<file path="src/rtl/dc_filter_stream_if.sv">
// Point-to-point busy/vld stream: the master drives vld/data, the slave
// answers with busy. A beat moves when vld & ~busy.
interface dc_filter_stream_if #(
    parameter int W = 24
);
    logic         vld;
    logic         busy;
    logic [W-1:0] data;

    modport master (output vld, output data, input busy);
    modport slave  (input vld, input data, output busy);
endinterface

</file>
<file path="src/rtl/dc_filter_stream.sv">
// Streaming per-channel DC filter over a sliding window of 2^LOG2_WIN pixels:
// emits either the window mean or the pixel re-centred at mid-scale.

module dc_filter_lane #(
    parameter int DW       = 8,
    parameter int LOG2_WIN = 3
) (
    input  logic          i_clk,
    input  logic          i_rst,
    input  logic          acc_i,
    input  logic          clr_i,
    input  logic          mode_i,
    input  logic [DW-1:0] x_i,
    input  logic [DW-1:0] old_i,
    output logic [DW-1:0] res_o
);
    localparam int SW = DW + LOG2_WIN;
    localparam logic [DW+1:0] MID = {2'b00, 1'b1, {(DW-1){1'b0}}};

    logic [SW-1:0]        sum_q, sum_d;
    logic [DW-1:0]        mean;
    logic signed [DW+1:0] d;

    // The true window sum never goes negative, so modular arithmetic is exact.
    always_comb begin
        sum_d = sum_q - {{LOG2_WIN{1'b0}}, old_i} + {{LOG2_WIN{1'b0}}, x_i};
        mean  = sum_d[SW-1:LOG2_WIN];
        d     = $signed({2'b00, x_i}) - $signed({2'b00, mean}) + $signed(MID);
        res_o = mean;
        if (mode_i) begin
            if (d[DW+1])    res_o = '0;
            else if (d[DW]) res_o = '1;
            else            res_o = d[DW-1:0];
        end
    end

    always_ff @(posedge i_clk or negedge i_rst) begin
        if (!i_rst)      sum_q <= '0;
        else if (clr_i)  sum_q <= '0;
        else if (acc_i)  sum_q <= sum_d;
    end
endmodule

module dc_filter_stream #(
    parameter int CH       = 3,
    parameter int DW       = 8,
    parameter int LOG2_WIN = 3
) (
    input  logic                 i_clk,
    input  logic                 i_rst,
    dc_filter_stream_if.slave    rgb,
    dc_filter_stream_if.master   result,
    input  logic                 i_mode,
    input  logic                 i_clear,
    output logic                 o_primed
);
    localparam int W   = CH * DW;
    localparam int WIN = 1 << LOG2_WIN;
    localparam logic [LOG2_WIN:0] FILL_MAX  = {1'b1, {LOG2_WIN{1'b0}}};
    localparam logic [LOG2_WIN:0] FILL_LAST = {1'b0, {LOG2_WIN{1'b1}}};

    logic [WIN-1:0][W-1:0] buf_q;
    logic [LOG2_WIN-1:0]   wptr_q, wptr_d;
    logic [LOG2_WIN:0]     fill_q, fill_d;
    logic                  vld_q, vld_d;
    logic [W-1:0]          data_q, data_d;
    logic [W-1:0]          old_w, res_w;
    logic                  accept, full, produce;

    assign rgb.busy      = vld_q & result.busy;
    assign accept        = rgb.vld & ~rgb.busy;
    assign full          = (fill_q == FILL_MAX);
    assign produce       = accept & (full | (fill_q == FILL_LAST));
    assign result.vld    = vld_q;
    assign result.data   = data_q;
    assign o_primed      = full;

    // Slots are written in pointer order, so until the window is full the
    // slot under wptr has never been written and must contribute zero.
    assign old_w = full ? buf_q[wptr_q] : '0;

    for (genvar c = 0; c < CH; c++) begin : g_lane
        dc_filter_lane #(.DW(DW), .LOG2_WIN(LOG2_WIN)) u_lane (
            .i_clk  (i_clk),
            .i_rst  (i_rst),
            .acc_i  (accept),
            .clr_i  (i_clear),
            .mode_i (i_mode),
            .x_i    (rgb.data[c*DW +: DW]),
            .old_i  (old_w[c*DW +: DW]),
            .res_o  (res_w[c*DW +: DW])
        );
    end

    always_comb begin
        wptr_d = wptr_q;
        fill_d = fill_q;
        vld_d  = vld_q;
        data_d = data_q;
        if (i_clear) begin
            wptr_d = '0;
            fill_d = '0;
            vld_d  = 1'b0;
        end else begin
            if (accept) begin
                wptr_d = wptr_q + 1'b1;
                if (!full) fill_d = fill_q + 1'b1;
            end
            if (produce) begin
                vld_d  = 1'b1;
                data_d = res_w;
            end else if (!result.busy) begin
                vld_d  = 1'b0;
            end
        end
    end

    always_ff @(posedge i_clk or negedge i_rst) begin
        if (!i_rst) begin
            wptr_q <= '0;
            fill_q <= '0;
            vld_q  <= 1'b0;
            data_q <= '0;
        end else begin
            wptr_q <= wptr_d;
            fill_q <= fill_d;
            vld_q  <= vld_d;
            data_q <= data_d;
        end
    end

    // Stale contents are masked by the fill count, so no reset is needed here.
    always_ff @(posedge i_clk) begin
        if (accept && !i_clear) buf_q[wptr_q] <= rgb.data;
    end
endmodule
</file>
<file path="src/flat_wrapper.sv">
// flat-port wrapper written by rule: the top's interface ports become plain ports
module dc_filter_stream_flat 
#(
    parameter int CH       = 3,
    parameter int DW       = 8,
    parameter int LOG2_WIN = 3
)
  (i_clk, i_rst, i_mode, i_clear, o_primed, rgb_vld, rgb_data, rgb_busy, result_vld, result_data, result_busy);
  dc_filter_stream_if rgb_i ();
  dc_filter_stream_if result_i ();
  input  logic i_clk;
  input  logic i_rst;
  input  logic i_mode;
  input  logic i_clear;
  output logic o_primed;
  input wire logic [$bits(rgb_i.vld)-1:0] rgb_vld;
  input wire logic [$bits(rgb_i.data)-1:0] rgb_data;
  output wire logic [$bits(rgb_i.busy)-1:0] rgb_busy;
  output wire logic [$bits(result_i.vld)-1:0] result_vld;
  output wire logic [$bits(result_i.data)-1:0] result_data;
  input wire logic [$bits(result_i.busy)-1:0] result_busy;
  assign rgb_i.vld = rgb_vld;
  assign rgb_i.data = rgb_data;
  assign rgb_busy = rgb_i.busy;
  assign result_vld = result_i.vld;
  assign result_data = result_i.data;
  assign result_i.busy = result_busy;
  dc_filter_stream #(.CH(CH), .DW(DW), .LOG2_WIN(LOG2_WIN)) u_core (.i_clk(i_clk), .i_rst(i_rst), .rgb(rgb_i), .result(result_i), .i_mode(i_mode), .i_clear(i_clear), .o_primed(o_primed));
endmodule
</file>
<file path="config.mk">
export PLATFORM = sky130hd
export DESIGN_NAME = dc_filter_stream_flat
export DESIGN_NICKNAME = d
export VERILOG_FILES = /design/src/rtl/dc_filter_stream_if.sv /design/src/rtl/dc_filter_stream.sv /design/src/flat_wrapper.sv
export SDC_FILE = /design/constraint.sdc
export NUM_CORES = 1
export LEC_CHECK = 0
export ABC_CLOCK_PERIOD_IN_PS = 8600
export CAP_MARGIN = 20
export CORE_ASPECT_RATIO = 1.75
export CORE_MARGIN = 10
export CORE_UTILIZATION = 60
export DETAILED_ROUTE_END_ITERATION = 6
export GPL_ROUTABILITY_DRIVEN = 0
export PLACE_DENSITY = 0.84
export SETUP_SLACK_MARGIN = 0.1
export SYNTH_ARGS = -nofsm -noshare
export SYNTH_HDL_FRONTEND = slang
export SYNTH_SLANG_ARGS = --single-unit
</file>
<file path="constraint.sdc">
create_clock -name i_clk -period 8.6 [get_ports i_clk]
set_clock_uncertainty 0.05 [all_clocks]
set_input_delay 2.15 -clock i_clk [delete_from_list [all_inputs] [get_ports i_clk]]
set_output_delay 2.15 -clock i_clk [all_outputs]
set_load 0.05 [all_outputs]
</file>
==> results.yml <==
run_status:
  status: "finished, final reports clean"
finish:
  area_delta_synth_final_pct: 13.3
  fillers: 1505
  nets: 1203
  post_route_cells_drive_above_1_share: 0.120
  n_antenna_cell: 0
  stdcell_area_um2: 15000
setup_path:
  cp_max_fo: 11
  worst_setup_path_end_kind: "flip-flop"
  worst_ep_arrival_time_ns: 7.81
  startpoint_type: "primary input"
  critical_path_class: "in -> reg"
  r2r_slack_ns: 1.67
  worst_ep_required_time_ns: 9.00
power_and_ir_drop:
  clockPowerShare: 0.218
  irDropWorstVdd_v: 0.000425
  power.internal_uw: 3090
  p_comb_frac: 0.494
  p_leak_uw: 0.00569
  seqPwrFrac: 0.287
  p_sw_frac: 0.388
  powerDensity_nw_per_um2: 336
  p_switching_uw: 1960
synthesis:
  synth.net_count: 1145
  postSynth.asyncResetShare: 0.253
  avgSynthCellArea_um2: 12.9
  synth_flop_cell: "edfxtp_1"
  synth.cell_area_um2: 13300
  syn_inst: 1028
  yosysSeqAreaShare: 0.557
  ys_types: 56
  ys_seq_elements: 257
  synth_edf_count: 192
  ys_warn_count: 0
floorplan:
  die_x_um: 132
  die_y_um: 217
  num_rows: 72
  start_util: 0.604
  die-area_um2: 28700
  io_pins: 57
  core_area_um2: 22000
cts:
  ctsResizeCount: 0
  h-tree-depth: 1
  cts_inserted_buffers: 23
  root_buffer: "clkbuf_16"
  cts_tree: "yes"
  hold_buffers: 0
  clk_latency_ns: 0.52
  clkSlewWorstSetupHoldPaths_ns: 0.07
  cts_buffer_depth: 3
  post_cts_buffers: 0
  clock-sinks: 257
sta:
  slew_violations: 0
  setup_violations: 0
  min_period_over_period: 0.863
  hold_viol: 0
  relSlewSlack: 0.277
  max_freq_mhz: 135
  period_needed_ns: 7.42
  rsz0062_at_grt: "no"
  tightest_slew_ns: 1.08
  setup_tns_ns: 0
route:
  routed_wl_um: 29700
  drt_iter0_markers: 887
  drtPass1Iterations: 5
  vias: 8563
  ant_nets: 0
  drc: 0
  post_drt_wl_per_cell_um: 21.2
  viasPerCell: 6.13
global_routing:
  grt_max_degree: 66
  grt_pass1_wl_um: 48600
  grtUsageTotal: 0.210
  antenna_found_initial: 0
  grt_pass1_vias: 8936
  grt_overflow: 0
flow_run:
  maxCapViolCount: 0
hold_path:
  hp-class: "reg -> reg"
placed_design:
  io_buffers: 56
  postPlaceCellArea_um2: 14200
  hpwl_um: 19600
-- flip-flops by register name, summed over array words and instances (netlist names) --
name	count
u_core.buf_q	192
u_core.fill_q	4
u_core.g_lane.u_lane.sum_q	33
u_core.result.data	24
u_core.result.vld	1
u_core.wptr_q	3
-- path summary, 6_finish.rpt --
path                                   startpoint                               end  cells after the start
setup / recovery                      rgb_data[2]             u_core.result.data[5]                     22
hold / removal             u_core.result.data[12]            u_core.result.data[12]                      1
setup reg to reg                 u_core.wptr_q[2]             u_core.result.data[5]                     24
hold reg to reg            u_core.result.data[12]            u_core.result.data[12]                      1
max in group asynchronous                   i_rst                  u_core.wptr_q[0]                      2
min in group asynchronous                   i_rst  u_core.g_lane[0].u_lane.sum_q[4]                      2
-- metal layers --
metal	share of wire	global-route usage
met2	0.51	0.358
met1	0.39	0.264
met3	0.064	0.0318
met5	0	0
met4	0.035	0.0862
-- Yosys cell counts (3+ instances only) --
cell / instances / area, um2
nor3_1: 12 / 60.1
a21oi_1: 76 / 380
nor2_1: 71 / 267
ha_1: 60 / 751
o21a_1: 12 / 90.1
mux2i_1: 28 / 280
edfxtp_1: 192 / 5770
o31a_1: 3 / 26.3
mux4_2: 48 / 1080
fa_1: 27 / 541
nor4_1: 5 / 31.3
maj3_1: 6 / 60.1
nand2_1: 67 / 251
nand2b_1: 16 / 100
xnor2_1: 20 / 175
buf_1: 7 / 26.3
a21o_1: 6 / 45.0
nand3_1: 8 / 40.0
inv_1: 124 / 465
xor2_1: 18 / 158
dfrtp_1: 65 / 1630
o211ai_1: 9 / 67.6
o22ai_1: 3 / 18.8
o221ai_1: 3 / 26.3
nor2b_1: 12 / 75.1
a311oi_1: 5 / 43.8
o2111ai_1: 5 / 43.8
o21ai_0: 25 / 125
mux2_2: 6 / 67.6
a211oi_1: 11 / 82.6
or4_1: 3 / 22.5
clkbuf_1: 25 / 93.8
nand4_1: 4 / 25.0
nand3b_1: 3 / 22.5
buf_2: 10 / 50.1
a31oi_1: 5 / 31.3
and2_1: 3 / 18.8
-- metrics by stage --
stage | utilization | hold WS, ns | power [uW] | setup WS, ns | std cells
floorplan | - | 0.433 | 3390 | 1.96 | 1028
global placement | 0.647 | 0.429 | 3840 | 0.982 | 1357
global route | 0.684 | 0.477 | 5400 | 0.846 | 1398
detailed placement | 0.647 | 0.434 | 3890 | 0.786 | 1357
CTS | 0.684 | 0.454 | 5030 | 1.27 | 1398
finish | 0.684 | 0.448 | 5050 | 1.18 | 1398
-- cell usage in the layout, fill, tap and decap left out, types with 12 or more instances in the layout --
cell type          n
dfrtp_1           62
clkbuf_16         23
o21a_1            12
o21ai_0           25
mux2i_1           28
nor2b_1           12
clkdlybuf4s50_1   54
xor2_1            18
a21oi_1           76
nor2_1            71
fa_1              27
edfxtp_1         192
mux4_2            48
buf_4             19
ha_1              60
nand2b_1          16
xnor2_1           20
inv_1            124
nand2_1           67
-- power groups by stage --
stage / combinational [uW] / sequential (uW) / clock (uW)
global route: 2790 / 1460 / 1150
global placement: 2370 / 1470 / 0
detailed placement: 2420 / 1480 / 0
floorplan: 1910 / 1480 / 0
finish: 2500 / 1450 / 1100
CTS: 2470 / 1450 / 1110
-- layout make-up --
class	count	area, um2	share of cell area
repair buffers	75	693	0.0461
well taps	296	370	0.0246
clock buffers	29	618	0.0411
flip-flops and latches	257	7400	0.492
multi-input cells	604	5300	0.352
inverters	125	469	0.0312
clock inverters	12	191	0.0127
-- logic make-up (layout without fill, tap and decap cells) --
family,count (synthesis),after routing,synth area share
flops,257,257,0.557
simple gates,208,208,0.0721
compound gates,182,182,0.0873
buf+inv,167,241,0.0482
fa+ha+maj,93,93,0.102
mux,82,82,0.108
xor+xnor,39,39,0.0263
-- critical path, stage by stage --
cell and delay (ns):
clkdlybuf4s50_1 0.72, inv_1 0.12, fa_1 0.55, inv_1 0.05
ha_1 0.33, nor2b_1 0.18, o31a_1 0.28, o21ai_0 0.18
nand2b_1 0.09, xnor2_1 0.35, ha_1 0.35, o21ai_0 0.19
a21oi_1 0.09, o21ai_0 0.20, nand2b_1 0.20, maj3_1 0.40
a21oi_1 0.17, ha_1 0.36, nor4b_1 0.21, a31o_2 0.22
o32a_1 0.27, a21oi_1 0.13
Power figures use the tool's default switching activity.
